<file path="src/rtl/uart_rx.sv">
// rtl/uart_rx.sv - UART receiver: 2-flop line sync, mid-bit sampling, 1-cycle valid/error strobes
module uart_rx #(
  parameter int size         = 7,
  parameter int CLKS_PER_BIT = 16
) (
  input  logic          i_clk,
  input  logic          i_rst_n,
  input  logic          i_rx,
  output logic [size:0] O_Data,
  output logic          O_Valid,
  output logic          O_Err,
  output logic          O_Busy
);

  localparam int CW = $clog2(CLKS_PER_BIT);
  localparam int BW = (size > 0) ? $clog2(size + 1) : 1;
  localparam logic [CW-1:0] CNT_HALF = CW'(CLKS_PER_BIT / 2 - 1);
  localparam logic [CW-1:0] CNT_LAST = CW'(CLKS_PER_BIT - 1);
  localparam logic [BW-1:0] BIT_LAST = BW'(size);

  localparam logic [2:0] S_IDLE  = 3'd0;
  localparam logic [2:0] S_START = 3'd1;
  localparam logic [2:0] S_DATA  = 3'd2;
  localparam logic [2:0] S_STOP  = 3'd3;
  localparam logic [2:0] S_BREAK = 3'd4;

  logic [2:0]    r_state;
  logic [CW-1:0] r_cnt;
  logic [BW-1:0] r_bit;
  logic [size:0] r_shift;
  logic [size:0] r_data;
  logic          r_sync1;
  logic          r_sync2;
  logic          r_valid;
  logic          r_err;
  logic          w_rx_s;

  assign w_rx_s  = r_sync2;
  assign O_Data  = r_data;
  assign O_Valid = r_valid;
  assign O_Err   = r_err;
  assign O_Busy  = (r_state != S_IDLE);

  always_ff @(posedge i_clk) begin
    if (!i_rst_n) begin
      r_state <= S_IDLE;
      r_cnt   <= '0;
      r_bit   <= '0;
      r_shift <= '0;
      r_data  <= '0;
      r_sync1 <= 1'b1;
      r_sync2 <= 1'b1;
      r_valid <= 1'b0;
      r_err   <= 1'b0;
    end else begin
      r_sync1 <= i_rx;
      r_sync2 <= r_sync1;
      r_valid <= 1'b0;
      r_err   <= 1'b0;
      case (r_state)
        S_IDLE: begin
          if (!w_rx_s) begin
            r_state <= S_START;
            r_cnt   <= '0;
          end
        end
        S_START: begin
          // A start bit that is gone by mid-bit was a glitch
          if (r_cnt == CNT_HALF) begin
            r_cnt   <= '0;
            r_bit   <= '0;
            r_state <= w_rx_s ? S_IDLE : S_DATA;
          end else begin
            r_cnt <= r_cnt + CW'(1);
          end
        end
        S_DATA: begin
          if (r_cnt == CNT_LAST) begin
            r_cnt   <= '0;
            r_shift <= {w_rx_s, r_shift[size:1]};
            if (r_bit == BIT_LAST) begin
              r_state <= S_STOP;
            end else begin
              r_bit <= r_bit + BW'(1);
            end
          end else begin
            r_cnt <= r_cnt + CW'(1);
          end
        end
        S_STOP: begin
          if (r_cnt == CNT_LAST) begin
            r_cnt <= '0;
            if (w_rx_s) begin
              r_data  <= r_shift;
              r_valid <= 1'b1;
              r_state <= S_IDLE;
            end else begin
              r_err   <= 1'b1;
              r_state <= S_BREAK;
            end
          end else begin
            r_cnt <= r_cnt + CW'(1);
          end
        end
        S_BREAK: begin
          // A held-low line must go high before a new start bit is accepted
          if (w_rx_s) begin
            r_state <= S_IDLE;
            r_cnt   <= '0;
          end
        end
        default: begin
          r_state <= S_IDLE;
          r_cnt   <= '0;
        end
      endcase
    end
  end

endmodule

</file>
<file path="config.mk">
export PLATFORM = sky130hd
export DESIGN_NAME = uart_rx
export DESIGN_NICKNAME = d
export VERILOG_FILES = /design/src/rtl/uart_rx.sv
export SDC_FILE = /design/constraint.sdc
export NUM_CORES = 1
export LEC_CHECK = 0
export BUFFER_PORTS_ARGS = -buffer_cell sky130_fd_sc_hd__buf_2
export CAP_MARGIN = 25
export CORE_MARGIN = 2
export CORE_UTILIZATION = 50
export DETAILED_ROUTE_END_ITERATION = 12
export GPL_ROUTABILITY_DRIVEN = 0
export GPL_TIMING_DRIVEN = 0
export PLACE_DENSITY = 0.83
export SYNTH_ARGS = -nofsm -noshare
export SYNTH_HDL_FRONTEND = slang
export SYNTH_SLANG_ARGS = --single-unit
</file>
<file path="constraint.sdc">
create_clock -name i_clk -period 1.5 [get_ports i_clk]
set_input_delay 0.225 -clock i_clk [delete_from_list [all_inputs] [get_ports i_clk]]
set_output_delay 0.225 -clock i_clk [all_outputs]
set_load 0.005 [all_outputs]
</file>
==> summary.md, run 1 <==
| Metric | Value |
|---|---|
| Status | finished, violations left |
| Failing checks | setup timing |
| Crit-path cells | nor2_1 > nand2_1 > nor3b_1 > o21a_1 |
| Slew @ Worst Pin | 0.477 ns |
| Synth Area in Adders | 0.0292 |
| Final net count | 177 |
| Commonest cells post-synth | 30 x dfxtp_1, 23 x nor2_1, 20 x mux2i_1, 7 x nand2_1, 6 x nand3_1 |
| Post-Syn Instances | 136 |
| Crit path from | r_state[1] |
| Min-delay worst type | input port to flip-flop |
| Number of global-route vias before repair | 899 |
| Chip width | 54.7 µm |
| Initial Util | 0.524 |
| Layout cells sized above 1 | 0.339 |
| CTS tree | yes |
| Worst path slowest cell | dfxtp_4 |
| Fin crit share | 1.01 |
| CTS sink cnt | 30 |
| Reg-to-Reg Start | r_state[1] |
| Switching share of total power | 0.205 |
| Max Slew Vio Count | 0 |
| Area delta synth->final | 30.0% |
| Peak supply drop | 0.00128 V |
| Combinational share of power | 0.033 |
| # setup viols final | 2 |
| Maxcap violations | 0 |
| N_diodes | 0 |
| Clk pwr share | 0.439 |
| I/O pin count | 14 |
| Final ANT Viol Nets | 0 |
| Mux share of post-synthesis cell area | 0.155 |
| Setup WS post-layout | -0.0196 ns |
| Finished Layout Cells | 201 |
| Reg-to-reg setup timing slack | -0.02 ns |
| Post-placement cell count | 179 |
| Initial antenna violation count | 0 |
| Fin Setup TNS | -0.0254 ns |
| Mean routed wirelength per cell | 14.9 µm |
| DR DRC count | 0 |
| Clock Skew | 0.0104 ns |
| Post-synth EDFFs | 0 |
| Final hold viol count | 0 |
| Internal | 1200 µW |
| Crit path launch type | flip-flop |
| Leak | 0.000723 µW |
| Final WL | 2990 µm |
| Largest family of logic cells by synthesized area | simple AND/OR/NAND/NOR gates |
| Hold Crit Start | i_rx |
| Worst path required time | 1.77 ns |
| Fmax | 658 MHz |
| Share of the synthesized area in the top cell type | 0.466 |
| Post-Synthesis Cell Area | 1290 µm² |
| Synth area leader | dfxtp_1 |
| Vias per cell | 5.59 |
| First-pass GRT wire length | 4020 µm |
| Ys flop type | dfxtp_1 |
| Fin crit period | 1.52 ns |
| Flop pwr share | 0.528 |
| Critical Path AT | 1.79 ns |
| GRT Util Overall | 0.194 |
| Post-synthesis xor/xnor area fraction | 0.0136 |
| Slew HR | 0.682 |
| CTS max path bufs | 2 |
| Detailed Place HPWL | 1650 µm |
| Post-synth ARST share | 0 |
| Worst skew pair latency | 0.33 ns |
| Synth warn | 0 |
| Syn_area_per_cell | 9.47 µm² |
| Worst Path Class, Setup | flip-flop to flip-flop |
| Worst Setup End Kind | flip-flop |
| Core footprint | 2450 µm² |
| PortBufs | 13 |
| Num CTS Buffers | 5 |
| FP Rows | 18 |
| Clock Pin Slew Worst Setup and Hold Paths | 0.09 ns |
| Die height | 54.7 µm |
| CP bufs+invs | 0 |
| CP delay by family, top | simple AND/OR/NAND/NOR gates |
| RSZ-0062 raised after global routing | true |
| Pwr dens | 904 nW/µm² |
| Most common cell in the synthesized netlist | dfxtp_1 |
| Crit path largest cell delay | 0.38 ns |
| Max FO, Critical Path | 7 |
| Root Buffer | clkbuf_4 |
| Largest net degree at the start of global routing | 11 |
| Yosys reg bits | 30 |
| Global route overflow | 0 |
| P_sw | 310 µW |
| Netlist cell types | 34 |
| Register area share after synthesis | 0.466 |
| Top post-synthesis cells by area | dfxtp_1 47%, mux2i_1 16%, nor2_1 6.7% |
| Die area | 3000 µm² |
| Syn Nets | 142 |
| Initial DRC count | 50 |
| H-tree depth | 2 |
| 1st-pass router iterations | 4 |
| Synth Area in Compound Gates | 0.0807 |
| Simple-Gate Fraction of Synth Area | 0.209 |
| Cts hold-fix bufs | 0 |
| DR vias | 1,123 |
==> layout make-up <==
cell class | count | area [µm²]
buffer | 9 | 71.3
sequential | 30 | 618
timing repair buffer | 28 | 175
multi-input combinational | 95 | 683
tap | 30 | 37.5
clock inverter | 1 | 30.0
inverter | 2 | 7.51
clock buffer | 6 | 51.3
fill | 177 | 781
==> through the flow <==
| stage | area [µm²] | setup WS (ns) | hold WS [ns] | power [µW] | util |
|---|---|---|---|---|---|
| after CTS | 1550 | 0.000434 | 0.0785 | 1510 | 0.630 |
| after global placement | 1390 | -0.101 | 0.391 | 860 | 0.566 |
| after global routing | 1670 | -0.0692 | 0.0860 | 1560 | 0.682 |
| final | 1670 | -0.0196 | 0.0801 | 1510 | 0.682 |
| after floorplan | 1290 | 0.0477 | 0.326 | 849 | - |
| after detailed placement | 1390 | -0.165 | 0.397 | 861 | 0.566 |
==> power by group through the flow <==
stage                     Combinational [µW]  Sequential (µW)  Clock [µW]
after global placement                  39.1              821           0
after global routing                    55.7              799         709
final                                   50.5              798         664
after floorplan                         28.7              820           0
after detailed placement                40.1              821           0
after CTS                               41.6              802         667
==> what timing repair did <==
action                     CTS  global route
hold endpoints to repair     0             0
pin swaps                    2             3
cloned                       1             0
gates resized for setup     17            10
setup buffers                3            11
setup endpoints to repair   20            20
==> flip-flops by register name (all words and copies together), names as in the netlist, 3 cells and up <==
signal / cells
O_Data: 8
r_bit: 3
r_cnt: 4
r_shift: 8
r_state: 3
==> kinds of logic (layout without fill, tap and decap cells) <==
logic type | after synthesis | in the layout
fa+ha+maj | 3 | 3
buf+inv | 11 | 46
flops | 30 | 30
mux | 20 | 20
simple gates | 54 | 54
xor+xnor | 2 | 2
compound gates | 16 | 16
==> placed cells by master (no fill, tap or decap), types with 5 or more instances in the layout <==
cell type  count
nor2_1        23
buf_6          5
mux2i_1       19
dfxtp_2        5
buf_4         14
clkbuf_4       5
dfxtp_1       22
nand2_1        7
nand3_1        6
a21oi_1        5
buf_2         14
==> worst reg2reg max path, cell delays in order (launching register included) <==
cell and delay [ns]:
dfxtp_4 0.38, nor2_1 0.37, nand2_1 0.19, nor3b_1 0.34, o21a_1 0.18
==> worst paths after layout <==
check	end	cells past startpoint
worst max-delay path	r_cnt[1]	4
worst min-delay path	r_sync1	2
worst max register to register	r_cnt[1]	4
worst min register to register	r_sync2	1
==> routing by layer <==
| metal | vias up | wire, µm | track usage | share of wire |
|---|---|---|---|---|
| li1 | 543 | - | - | - |
| met1 | 529 | 1210 | 0.234 | 0.40 |
| met2 | 40 | 1500 | 0.310 | 0.50 |
| met3 | 11 | 179 | 0.0738 | 0.060 |
| met4 | 0 | 108 | 0.0750 | 0.036 |
| met5 | - | 0 | 0 | 0 |
Power figures use the tool's default switching activity.
==> run 2: changes to the inputs <==
--- a/config.mk
+++ b/config.mk
@@ -7,12 +7,11 @@
 export LEC_CHECK = 0
 export BUFFER_PORTS_ARGS = -buffer_cell sky130_fd_sc_hd__buf_2
 export CAP_MARGIN = 25
-export CORE_MARGIN = 2
-export CORE_UTILIZATION = 50
+export CORE_UTILIZATION = 45
 export DETAILED_ROUTE_END_ITERATION = 12
 export GPL_ROUTABILITY_DRIVEN = 0
 export GPL_TIMING_DRIVEN = 0
-export PLACE_DENSITY = 0.83
+export PLACE_DENSITY = 0.77
 export SYNTH_ARGS = -nofsm -noshare
 export SYNTH_HDL_FRONTEND = slang
 export SYNTH_SLANG_ARGS = --single-unit
==> run 2 against run 1 <==
Effect of this change: the run now ends clean; largest cell class unchanged; global-route usage shrank 1.2 points; clock skew barely moved; final cell count shrank 1.5%; combinational power shrank 4.4%; first-iteration DRC count shrank 50%.
==> summary.md, run 2 (synthesis results as in run 1) <==
| Metric | Value |
|---|---|
| Final WL | 2700 µm (was 2990 µm) |
| CTS max path bufs | 2 (unchanged) |
| Highest-count cells in the layout ignoring fill and taps | 23 x dfxtp_1, 22 x nor2_1, 20 x mux2i_1 (was 23 x nor2_1, 22 x dfxtp_1, 19 x mux2i_1) |
| Total power | 1350 µW (was 1510 µW) |
| Worst skew pair latency | 0.33 ns (about the same) |
| Detailed Place HPWL | 1730 µm (was 1650 µm) |
| Post-placement cell count | 180 (was 179) |
| 1st-pass router iterations | 4 (unchanged) |
| Min-delay worst type | input port to flip-flop (unchanged) |
| Fillers | 228 (was 177) |
| Final net count | 172 (was 177) |
| GRT met2 Usage | 0.298 (was 0.310) |
| DR vias | 1,078 (was 1,123) |
| Worst Setup End Kind | primary output (was flip-flop) |
| N_diodes | 0 (unchanged) |
| Mean routed wirelength per cell | 13.6 µm (was 14.9 µm) |
| Clock Pin Slew Worst Setup and Hold Paths | 0.09 ns (about the same) |
| Number of global-route vias before repair | 984 (was 899) |
| Worst Path Class, Setup | flip-flop to primary output (was flip-flop to flip-flop) |
| Fin crit share | 0.989 (was 1.01) |
| DR DRC count | 0 (unchanged) |
| H-tree depth | 2 (unchanged) |
| Grt met3 use | 0.0749 (was 0.0738) |
| RSZ-0062 raised after global routing | true (unchanged) |
| Layout cells sized above 1 | 0.329 (was 0.339) |
| Finished Layout Cells | 198 (was 201) |
| Met1 usage | 0.196 (was 0.234) |
| PortBufs | 13 (unchanged) |
| Maxcap violations | 0 (unchanged) |
| Crit path launch type | flip-flop (unchanged) |
| Chip width | 55.5 µm (was 54.7 µm) |
| Root Buffer | clkbuf_4 (unchanged) |
| Critical Path AT | 1.26 ns (was 1.79 ns) |
| Status | completed (was finished, violations left) |
| Max FO, Critical Path | 10 (was 7) |
| Global route overflow | 0 (unchanged) |
| Max Slew Vio Count | 0 (unchanged) |
| GRT busiest layer | met2 (unchanged) |
| Initial Util | 0.471 (was 0.524) |
| CTS tree | yes (unchanged) |
| Clock Skew | 0.0102 ns (was 0.0104 ns) |
| Leak | 0.000697 µW (was 0.000723 µW) |
| # setup viols final | 0 (was 2) |
| Most common cell after layout, fill and taps aside | dfxtp_1 (was nor2_1) |
| Area delta synth->final | 26.0% (was 30.0%) |
| Vias per cell | 5.44 (was 5.59) |
| CTS sink cnt | 30 (unchanged) |
| Pwr dens | 834 nW/µm² (was 904 nW/µm²) |
| Num CTS Buffers | 5 (unchanged) |
| Slew HR | 0.671 (was 0.682) |
| Die area | 3080 µm² (was 3000 µm²) |
| Final hold viol count | 0 (unchanged) |
| Fin Setup TNS | 0 ns (was -0.0254 ns) |
| Slew @ Worst Pin | 0.494 ns (was 0.477 ns) |
| Peak supply drop | 0.000755 V (was 0.00128 V) |
| Fmax | 674 MHz (was 658 MHz) |
| I/O pin count | 14 (unchanged) |
| Initial antenna violation count | 0 (unchanged) |
| Initial DRC count | 25 (was 50) |
| Die height | 55.5 µm (was 54.7 µm) |
| Final ANT Viol Nets | 0 (unchanged) |
| Core footprint | 2730 µm² (was 2450 µm²) |
| Hold_ws | 0.0759 ns (was 0.0801 ns) |
| Largest net degree at the start of global routing | 11 (unchanged) |
| GRT Util Overall | 0.182 (was 0.194) |
| Worst path required time | 1.27 ns (was 1.77 ns) |
| First-pass GRT wire length | 4260 µm (was 4020 µm) |
| FP Rows | 19 (was 18) |
| Fin crit period | 1.48 ns (was 1.52 ns) |
run 2: final cells by class:
| cell class | count | area, µm² | area share |
|---|---|---|---|
| clock buffer | 6 | 51.3 | 0.0316 |
| buffer | 8 | 60.1 | 0.0370 |
| clock inverter | 2 | 12.5 | 0.00771 |
| multi-input combinational | 95 | 688 | 0.424 |
| inverter | 2 | 7.51 | 0.00463 |
| timing repair buffer | 24 | 148 | 0.0910 |
| tap | 31 | 38.8 | 0.0239 |
| sequential | 30 | 617 | 0.380 |
run 2: metal layers:
layer,part of all wire,wire length (µm)
met1,0.42,1130
met2,0.50,1350
met3,0.054,145
met4,0.027,74
met5,0,0
run 2: metrics by stage:
stage / instance area [µm²] / setup WS, ns / util
2_1_floorplan: 1290 / 0.0477 / -
3_3_place_gp: 1390 / -0.0988 / 0.509
3_5_place_dp: 1390 / -0.146 / 0.509
4_1_cts: 1540 / 0.00175 / 0.562
5_1_grt: 1620 / -0.0351 / 0.594
6_report: 1620 / 0.0159 / 0.594
run 2: what timing repair did:
item                                    CTS  global route
endpoints found under the setup margin   20            22
pin swaps                                 1             3
endpoints found under the hold margin     0             0
buffers inserted                          5             6
hold buffers                              0             0
gates resized for setup                  15            13
run 2: worst paths after layout:
path                            slack (ns)  endpoint  startpoint  cells past startpoint
worst max register to register        0.09  r_bit[1]    r_bit[0]                      7
worst min-delay path                  0.08   r_sync1        i_rx                      2
worst min register to register        0.42   r_sync2     r_sync1                      1
worst max-delay path                  0.02    O_Busy  r_state[1]                      3
run 2: report_power, final:
part           internal (µW)  total (µW)  switching [µW]  leakage (µW)
clock                    225         508             283     0.0000343
combinational           18.7        48.3            29.6      0.000416
sequential               795         798            2.55      0.000247
total                   1040        1350             315      0.000697
run 2: worst max-delay path, stage by stage (launching register included):
cell	delay, ns
dfxtp_4	0.38
buf_6	0.13
or3_1	0.29
buf_2	0.13
